### config.mk
export PLATFORM = sky130hd
export DESIGN_NAME = btn_pulse_gen
export DESIGN_NICKNAME = d
export VERILOG_FILES = /design/src/rtl/btn_pulse_pkg.sv /design/src/rtl/sync_ff.sv /design/src/rtl/btn_pulse_gen.sv
export SDC_FILE = /design/constraint.sdc
export NUM_CORES = 1
export LEC_CHECK = 0
export ABC_AREA = 1
export ABC_CLOCK_PERIOD_IN_PS = 1660
export CAP_MARGIN = 20
export CELL_PAD_IN_SITES_DETAIL_PLACEMENT = 0
export CELL_PAD_IN_SITES_GLOBAL_PLACEMENT = 1
export CORE_MARGIN = 4
export CORE_UTILIZATION = 37
export CTS_CLUSTER_SIZE = 30
export DETAILED_ROUTE_END_ITERATION = 10
export PLACE_DENSITY_LB_ADDON = 0.3
export REMOVE_ABC_BUFFERS = 1
export SYNTH_ARGS = -nofsm -noshare
export SYNTH_HDL_FRONTEND = slang
export SYNTH_HIERARCHICAL = 1
export SYNTH_SLANG_ARGS = --single-unit
### constraint.sdc
create_clock -name clk -period 1.66 [get_ports clk]
set_clock_uncertainty 0.15 [all_clocks]
set_input_delay 0.332 -clock clk [delete_from_list [all_inputs] [get_ports clk]]
set_output_delay 0.332 -clock clk [all_outputs]
set_load 0.005 [all_outputs]
### src/rtl/btn_pulse_pkg.sv
// Shared types and default parameter values for the push-button pulse generator.
package btn_pulse_pkg;

  typedef enum logic [1:0] {
    IDLE         = 2'd0,
    PRESS_WAIT   = 2'd1,
    HELD         = 2'd2,
    RELEASE_WAIT = 2'd3
  } btn_state_t;

  localparam int BTN_SYNC_STAGES_DEF     = 2;
  localparam int BTN_DEBOUNCE_CYCLES_DEF = 16;
  localparam int BTN_REPEAT_DELAY_DEF    = 64;
  localparam int BTN_REPEAT_PERIOD_DEF   = 16;

endpackage

### src/rtl/sync_ff.sv
// N-stage single-bit synchroniser for bringing an asynchronous input into the clk domain.
module sync_ff #(
  parameter int STAGES = 2
) (
  input  logic clk,
  input  logic rst,
  input  logic d,
  output logic q
);

  logic [STAGES-1:0] stage_q;
  logic [STAGES-1:0] stage_d;

  // Shift the raw input one stage further along the chain every cycle.
  always_comb begin
    stage_d = {stage_q[STAGES-2:0], d};
  end

  // Chain registers; all stages clear on reset so a held button starts from a known low.
  always_ff @(posedge clk) begin
    if (rst) begin
      stage_q <= '0;
    end else begin
      stage_q <= stage_d;
    end
  end

  assign q = stage_q[STAGES-1];

endmodule

### src/rtl/btn_pulse_gen.sv
// Push-button conditioner: synchronise, debounce, and emit one-cycle enable pulses.
// Optional auto-repeat while held is enabled by defining BTN_AUTO_REPEAT_EN.
module btn_pulse_gen
  import btn_pulse_pkg::*;
#(
  parameter int SYNC_STAGES     = BTN_SYNC_STAGES_DEF,
  parameter int DEBOUNCE_CYCLES = BTN_DEBOUNCE_CYCLES_DEF,
  parameter int REPEAT_DELAY    = BTN_REPEAT_DELAY_DEF,
  parameter int REPEAT_PERIOD   = BTN_REPEAT_PERIOD_DEF
) (
  input  logic clk,
  input  logic rst,
  input  logic btn_in,
  output logic pulse,
  output logic level,
  output logic repeat_active
);

  localparam int             DW        = $clog2(DEBOUNCE_CYCLES + 1);
  localparam logic [DW-1:0]  DCNT_ONE  = DW'(1);
  localparam logic [DW-1:0]  DCNT_LAST = DW'(DEBOUNCE_CYCLES - 1);

  logic          btn_sync;
  btn_state_t    state_q, state_d;
  logic [DW-1:0] dcnt_q, dcnt_d;
  logic          pulse_q, pulse_d;
  logic          level_q, level_d;
  logic          entry_pulse;
  logic          rpt_pulse;

  sync_ff #(
    .STAGES(SYNC_STAGES)
  ) u_sync (
    .clk(clk),
    .rst(rst),
    .d  (btn_in),
    .q  (btn_sync)
  );

  // Debounce FSM next state: a level change is accepted only after DEBOUNCE_CYCLES stable samples.
  always_comb begin
    state_d     = state_q;
    dcnt_d      = dcnt_q;
    entry_pulse = 1'b0;
    case (state_q)
      IDLE: begin
        if (btn_sync) begin
          if (DEBOUNCE_CYCLES == 1) begin
            state_d     = HELD;
            entry_pulse = 1'b1;
          end else begin
            state_d = PRESS_WAIT;
            dcnt_d  = DCNT_ONE;
          end
        end
      end
      PRESS_WAIT: begin
        if (!btn_sync) begin
          state_d = IDLE;
          dcnt_d  = '0;
        end else if (dcnt_q == DCNT_LAST) begin
          state_d     = HELD;
          dcnt_d      = '0;
          entry_pulse = 1'b1;
        end else begin
          dcnt_d = dcnt_q + DCNT_ONE;
        end
      end
      HELD: begin
        if (!btn_sync) begin
          if (DEBOUNCE_CYCLES == 1) begin
            state_d = IDLE;
          end else begin
            state_d = RELEASE_WAIT;
            dcnt_d  = DCNT_ONE;
          end
        end
      end
      RELEASE_WAIT: begin
        if (btn_sync) begin
          state_d = HELD;
          dcnt_d  = '0;
        end else if (dcnt_q == DCNT_LAST) begin
          state_d = IDLE;
          dcnt_d  = '0;
        end else begin
          dcnt_d = dcnt_q + DCNT_ONE;
        end
      end
      default: begin
        state_d = IDLE;
        dcnt_d  = '0;
      end
    endcase
  end

`ifdef BTN_AUTO_REPEAT_EN
  localparam int            RPT_MAX  = (REPEAT_DELAY > REPEAT_PERIOD) ? REPEAT_DELAY : REPEAT_PERIOD;
  localparam int            RW       = $clog2(RPT_MAX + 1);
  localparam logic [RW-1:0] RCNT_ONE = RW'(1);
  localparam logic [RW-1:0] RD_LAST  = RW'(REPEAT_DELAY - 1);
  localparam logic [RW-1:0] RP_LAST  = RW'(REPEAT_PERIOD - 1);

  logic [RW-1:0] rcnt_q, rcnt_d;
  logic          rpt_active_q, rpt_active_d;
  logic          rpt_hit;

  // Repeat timing: count only while staying in HELD; first wait REPEAT_DELAY, then REPEAT_PERIOD.
  always_comb begin
    rcnt_d       = rcnt_q;
    rpt_active_d = rpt_active_q;
    rpt_hit      = 1'b0;
    if ((state_q == HELD) && (state_d == HELD)) begin
      if (!rpt_active_q) begin
        if (rcnt_q == RD_LAST) begin
          rpt_hit      = 1'b1;
          rpt_active_d = 1'b1;
          rcnt_d       = '0;
        end else begin
          rcnt_d = rcnt_q + RCNT_ONE;
        end
      end else if (rcnt_q == RP_LAST) begin
        rpt_hit = 1'b1;
        rcnt_d  = '0;
      end else begin
        rcnt_d = rcnt_q + RCNT_ONE;
      end
    end else begin
      rcnt_d       = '0;
      rpt_active_d = 1'b0;
    end
  end

  // Repeat counter registers, cleared on reset and on every entry into HELD.
  always_ff @(posedge clk) begin
    if (rst) begin
      rcnt_q       <= '0;
      rpt_active_q <= 1'b0;
    end else begin
      rcnt_q       <= rcnt_d;
      rpt_active_q <= rpt_active_d;
    end
  end

  assign rpt_pulse     = rpt_hit & ~pulse_q;
  assign repeat_active = rpt_active_q;
`else
  assign rpt_pulse     = 1'b0;
  assign repeat_active = 1'b0;
`endif

  // Output decode: level follows the debounced state, pulse merges press and repeat events.
  always_comb begin
    level_d = (state_d == HELD) || (state_d == RELEASE_WAIT);
    pulse_d = entry_pulse | rpt_pulse;
  end

  // FSM and registered outputs.
  always_ff @(posedge clk) begin
    if (rst) begin
      state_q <= IDLE;
      dcnt_q  <= '0;
      pulse_q <= 1'b0;
      level_q <= 1'b0;
    end else begin
      state_q <= state_d;
      dcnt_q  <= dcnt_d;
      pulse_q <= pulse_d;
      level_q <= level_d;
    end
  end

  assign pulse = pulse_q;
  assign level = level_q;

endmodule

After elaboration in Yosys (flattened, before gate mapping)
Index checks and enable logic that the tools add are counted.
- output and inout port bits: 3
- logic and storage cells: 34
- bits in registers: 11
- mux-type cells: 14
- equality and inequality tests: 8
- bitwise gates (word level): 2
- reductions and logical operators: 4
- $add $sub $neg: 1
- operator list (operator ; number):
    5-bit two-way mux ; 5
    5-bit case mux with 4 select lines ; 1
    2-bit two-way mux ; 6
    2-bit equality test, second input constant ; 4
    2-bit case mux with 4 select lines ; 1
    5-bit by 1-bit adder with 5-bit output, second input constant ; 1
    5-bit by 4-bit equality test with 1-bit output, second input constant ; 1
    3-bit OR reduction ; 1
    2-bit by 1-bit equality test with 1-bit output, second input constant ; 1
    2-bit zero test ; 1
    2-bit by 1-bit != test with 1-bit output, second input constant ; 1
    2-bit != test, second input constant ; 1
    1-bit inverter ; 2
    2-bit AND reduction ; 1
    1-bit logical OR ; 1
    1-bit two-way mux ; 1

Longest topological paths before layout
- word-level depth: 6
- gate-level depth with buffers: 7
- mapped depth without buffers: 7

Modules after synthesis
The synthesis kept the hierarchy.
- modules (own cells, without submodules) (module ; seq. area each (um^2) ; area an instance (um^2) ; cells an instance ; times used):
    btn_pulse_gen ; 180.2 ; 473.0 ; 63 ; 1
    sync_ff ; 40.0 ; 55.1 ; 6 ; 1

Worst setup path before layout
No wires, ideal clock.
- kind: reg-to-reg
- from: reg dcnt_q[1]
- to: reg level_q (netlist: level)
- data required time: 1388 ps
- period minus slack after synthesis: 1236 ps
- library setup time: 122 ps
- path buffers: 0
- setup slack: 424 ps
- arrival time: 964 ps
- cell stages (with the launch flop): 5
- cells stage by stage: dfxtp_1 ha_1 nand4_4 nor3_1 nor2_1
- cells in the longest elaborated chain, start to end: 6
- elaborated cells between the ends (all ways): 9
- those cells by class: 3 x eq/ne; 5 x mux; 1 x reduce/logical
- RTL lines (what ; line ; RTL):
    start: declaration ; btn_pulse_gen.sv:25 ; logic [DW-1:0] dcnt_q, dcnt_d;
    start signal: assignment ; btn_pulse_gen.sv:167 ; dcnt_q <= dcnt_d;
    5-bit by 4-bit equality test with 1-bit output * ; btn_pulse_gen.sv:61, btn_pulse_gen.sv:83 ;
    2-bit two-way mux, on equally long branches ; btn_pulse_gen.sv:83, btn_pulse_gen.sv:61 ;
    2-bit two-way mux, on equally long branches ; btn_pulse_gen.sv:80, btn_pulse_gen.sv:58 ;
    2-bit case mux with 4 select lines * ; btn_pulse_gen.sv:45 ; case (state_q)
    2-bit equality test ; btn_pulse_gen.sv:154 ; level_d = (state_d == HELD) || (state_d == RELEASE_WAIT);
    1-bit logical OR * ; btn_pulse_gen.sv:154 ;
    end signal: assignment ; btn_pulse_gen.sv:169 ; level_q <= level_d;
    end: declaration ; btn_pulse_gen.sv:27 ; logic level_q, level_d;
Every way passes the cells marked *; elsewhere a longest branch is shown, timed or not.
A chain may end at the register's enable or synchronous reset.

Worst setup path in the final report
- from: reg level_q (netlist: level)
- to: out level
- RTL lines (what ; line ; RTL):
    end: declaration ; btn_pulse_gen.sv:15 ; output logic level,
No word-level cell between the ends.

==> summary.txt <==
Worst setup path
  • Slowest cell on crit path: clkdlybuf4s50_1
  • CP Buf/Inv Count: 1
  • CP top delay family: buffers and inverters
  • Crit path max fanout: 1
  • CP Launch Type: register
  • Delay of the slowest critical-path stage: 0.49 ns
  • Levels on crit path: 1
  • Critical path class: register to output pin
  • Reg-to-reg startpoint: dcnt_q[0]$_SDFFE_PP0P_
  • CP required: approximately 1.2 ns
  • Capturing point of the worst reg2reg path: state_q[1]$_SDFF_PP0_
  • Critical Path, Cell by Cell: clkdlybuf4s50_1
  • CP arrival: 1.05 ns
  • R2R setup slack: slightly above 0.3 ns
  • FF-to-FF path depth: 4
  • CP Launch Point: level$_SDFF_PP0_
  • Crit end category: output pin

Routing
  • Initial DRC Count: 2
  • DR pass1 iterations: 4
  • DR vias/cell: 4.902
  • Routed len/inst: 9.859 µm
  • Remaining antenna violation count after routing: 0
  • DRC Markers: 0
  • Via count: 451
  • Detailed Route WL: 907 µm

Power
  • PD cells: approximately 760 nW/µm²
  • Worst VDD drop: ~630 µV
  • Leakage: 0.0002551 µW
  • Total power draw: 466.5 µW

GRT
  • First-pass GRT wire length: about 1600 µm
  • Most Crowded Layer GR: met1
  • Overall routing resource usage: 11.02%
  • Met1 Resource Use GR: 15.24%
  • Met3 global-route usage: 2.372%
  • Largest net degree at the start of global routing: 8
  • Total global routing overflow: 0
  • Initial antenna violation count: 0
  • Vias in the first global route: 382
  • GRT met2 Usage: between 10 and 15%

Layout
  • Area of the multi-input gates: 251.5 µm²
  • Most frequent cells in the layout: nand2_1, dfxtp_1, inv_1
  • Layout cells sized above 1: 20.78%
  • Cell Count, Final, Fillers Out: 92
  • Most common cell after layout, fill and taps aside: nand2_1
  • Seq. cell area: 220.2 µm²
  • Final Cell Area: 613.1 µm²
  • Area Overhead vs Synth: 16.11%
  • Layout Nets: 82
  • Fillers: 154
  • # diodes: 0

Clock tree
  • CTS max path bufs: 2
  • Htree depth: 1
  • CTS Buf Count: 3
  • Resized cells post-CTS: 0
  • Clock Pin Slew Worst Setup and Hold Paths: about 0.06 ns
  • Hold_buf cts: 0
  • # clock sinks: 11
  • Clock Latency Late Sink: between 0.2 and 0.3 ns
  • CTS root buf: clkbuf_4
  • Post-CTS setup repair buffer count: 0
  • CTS tree: done

Floorplan
  • Placement row count: 13
  • Die height: approximately 46 µm
  • Core area: around 1300 µm²
  • Die ar.: approximately 2100 µm²
  • Io pins: 6
  • Starting Density: 40.08%
  • Die span in x: roughly 46 µm

Yosys
  • Flops & latches, synth: 11
  • Sequential share of the synthesized area: 41.71%
  • Syn Area/Cell: 7.652 µm²
  • Mapped Cells: 69
  • Mapped Area: 528.0 µm²
  • Post-synth cell types: 20
  • Warnings from Yosys: 6

Flow run
  • Max cap viols: 0

Timing
  • Unrepaired setup endpoints after global routing: false
  • Min Tclk post-route: 1.530 ns
  • Setup_tns: 0 ns
  • Final Hold Violating Endpoints: 0
  • Hold_ws: 0.2611 ns
  • Max Slew Vio Count: 0
  • Final setup violation count: 0
  • Fmax: 653.8 MHz
  • Tcrit/Tclk final: 92.14%

Placement
  • I/O Buffers: 4
  • Final HPWL DP: around 730 µm
  • Dpl cell area: around 600 µm²
  • Placed cell count: between 80 and 90
  • Routability Congestion: between 0.7 and 0.8

Run status
  • Status: complete, no violations

Min path
  • Hold Crit Start: u_sync/stage_q[0]$_SDFF_PP0_
  • Hold path depth: 2
  • Hold Crit Class: register to register
  • Hold worst-path end: u_sync/stage_q[1]$_SDFF_PP0_
## layout make-up
class	count	area share [%]
sequential	11	35.92
tap	15	3.061
inverter	13	7.959
multi-input combinational	44	41.02
timing repair buffer	5	7.755
clock buffer	4	4.286
## cell families (layout without fill, tap and decap cells)
group	Yosys count	count (layout)	synth area share [%]
and+or+nand+nor	37	37	38.62
buffers and inverters	14	22	10.66
AOI/OAI and AO/OA	5	5	5.924
adders and majority gates	1	1	2.369
other	1	1	0.7102
DFF	11	11	41.71
## state kept, by name, indices dropped and copies added (netlist names)
register,cells
u_sync/stage_q,2
pulse,1
dcnt_q,5
state_q,2
level,1
## cells in the mapped netlist, drive strengths merged
library cell	instances	share of area, %
ha	1	2.4
o211ai	1	1.4
a21oi	2	2.6
nor3	3	2.8
buf	1	1.4
inv	13	9.2
nand2	15	12
nor4	1	1.2
conb	1	0.71
nand4	5	8.8
nand3	5	6.6
dfxtp	11	42
o21ai	2	1.9
nor2	8	7.1
## report_power, final
part / total, µW / leakage [µW] / switching [µW] / internal (µW)
Clock: 167 / 0.0000150 / 74.6 / 92.5
Sequential: 272 / 0.0000892 / 4.17 / 268
Combinational: 27.0 / 0.000151 / 15.7 / 11.3
## worst max path at each step
stage	to	slack [ns]
floorplan	level$_SDFF_PP0_	0.42
global placement	level$_SDFF_PP0_	0.23
detailed placement	level$_SDFF_PP0_	0.22
CTS	level	0.11
global route	level	0.07
finish	level	0.13
## per-layer routing
| metal | share of wire, % | vias up |
|---|---|---|
| li1 | - | 241 |
| met1 | 49 | 205 |
| met2 | 47 | 3 |
| met3 | 2.5 | 2 |
| met4 | 1.1 | 0 |
| met5 | 0 | - |
## through the flow
step	utilization, %	worst slack, ns
3_3_place_gp	44.54	0.2347
6_report	46.53	0.1305
3_5_place_dp	44.54	0.2237
4_1_cts	46.53	0.1088
2_1_floorplan	-	0.4237
5_1_grt	46.53	0.06977
(Power assumes the default switching activity.)
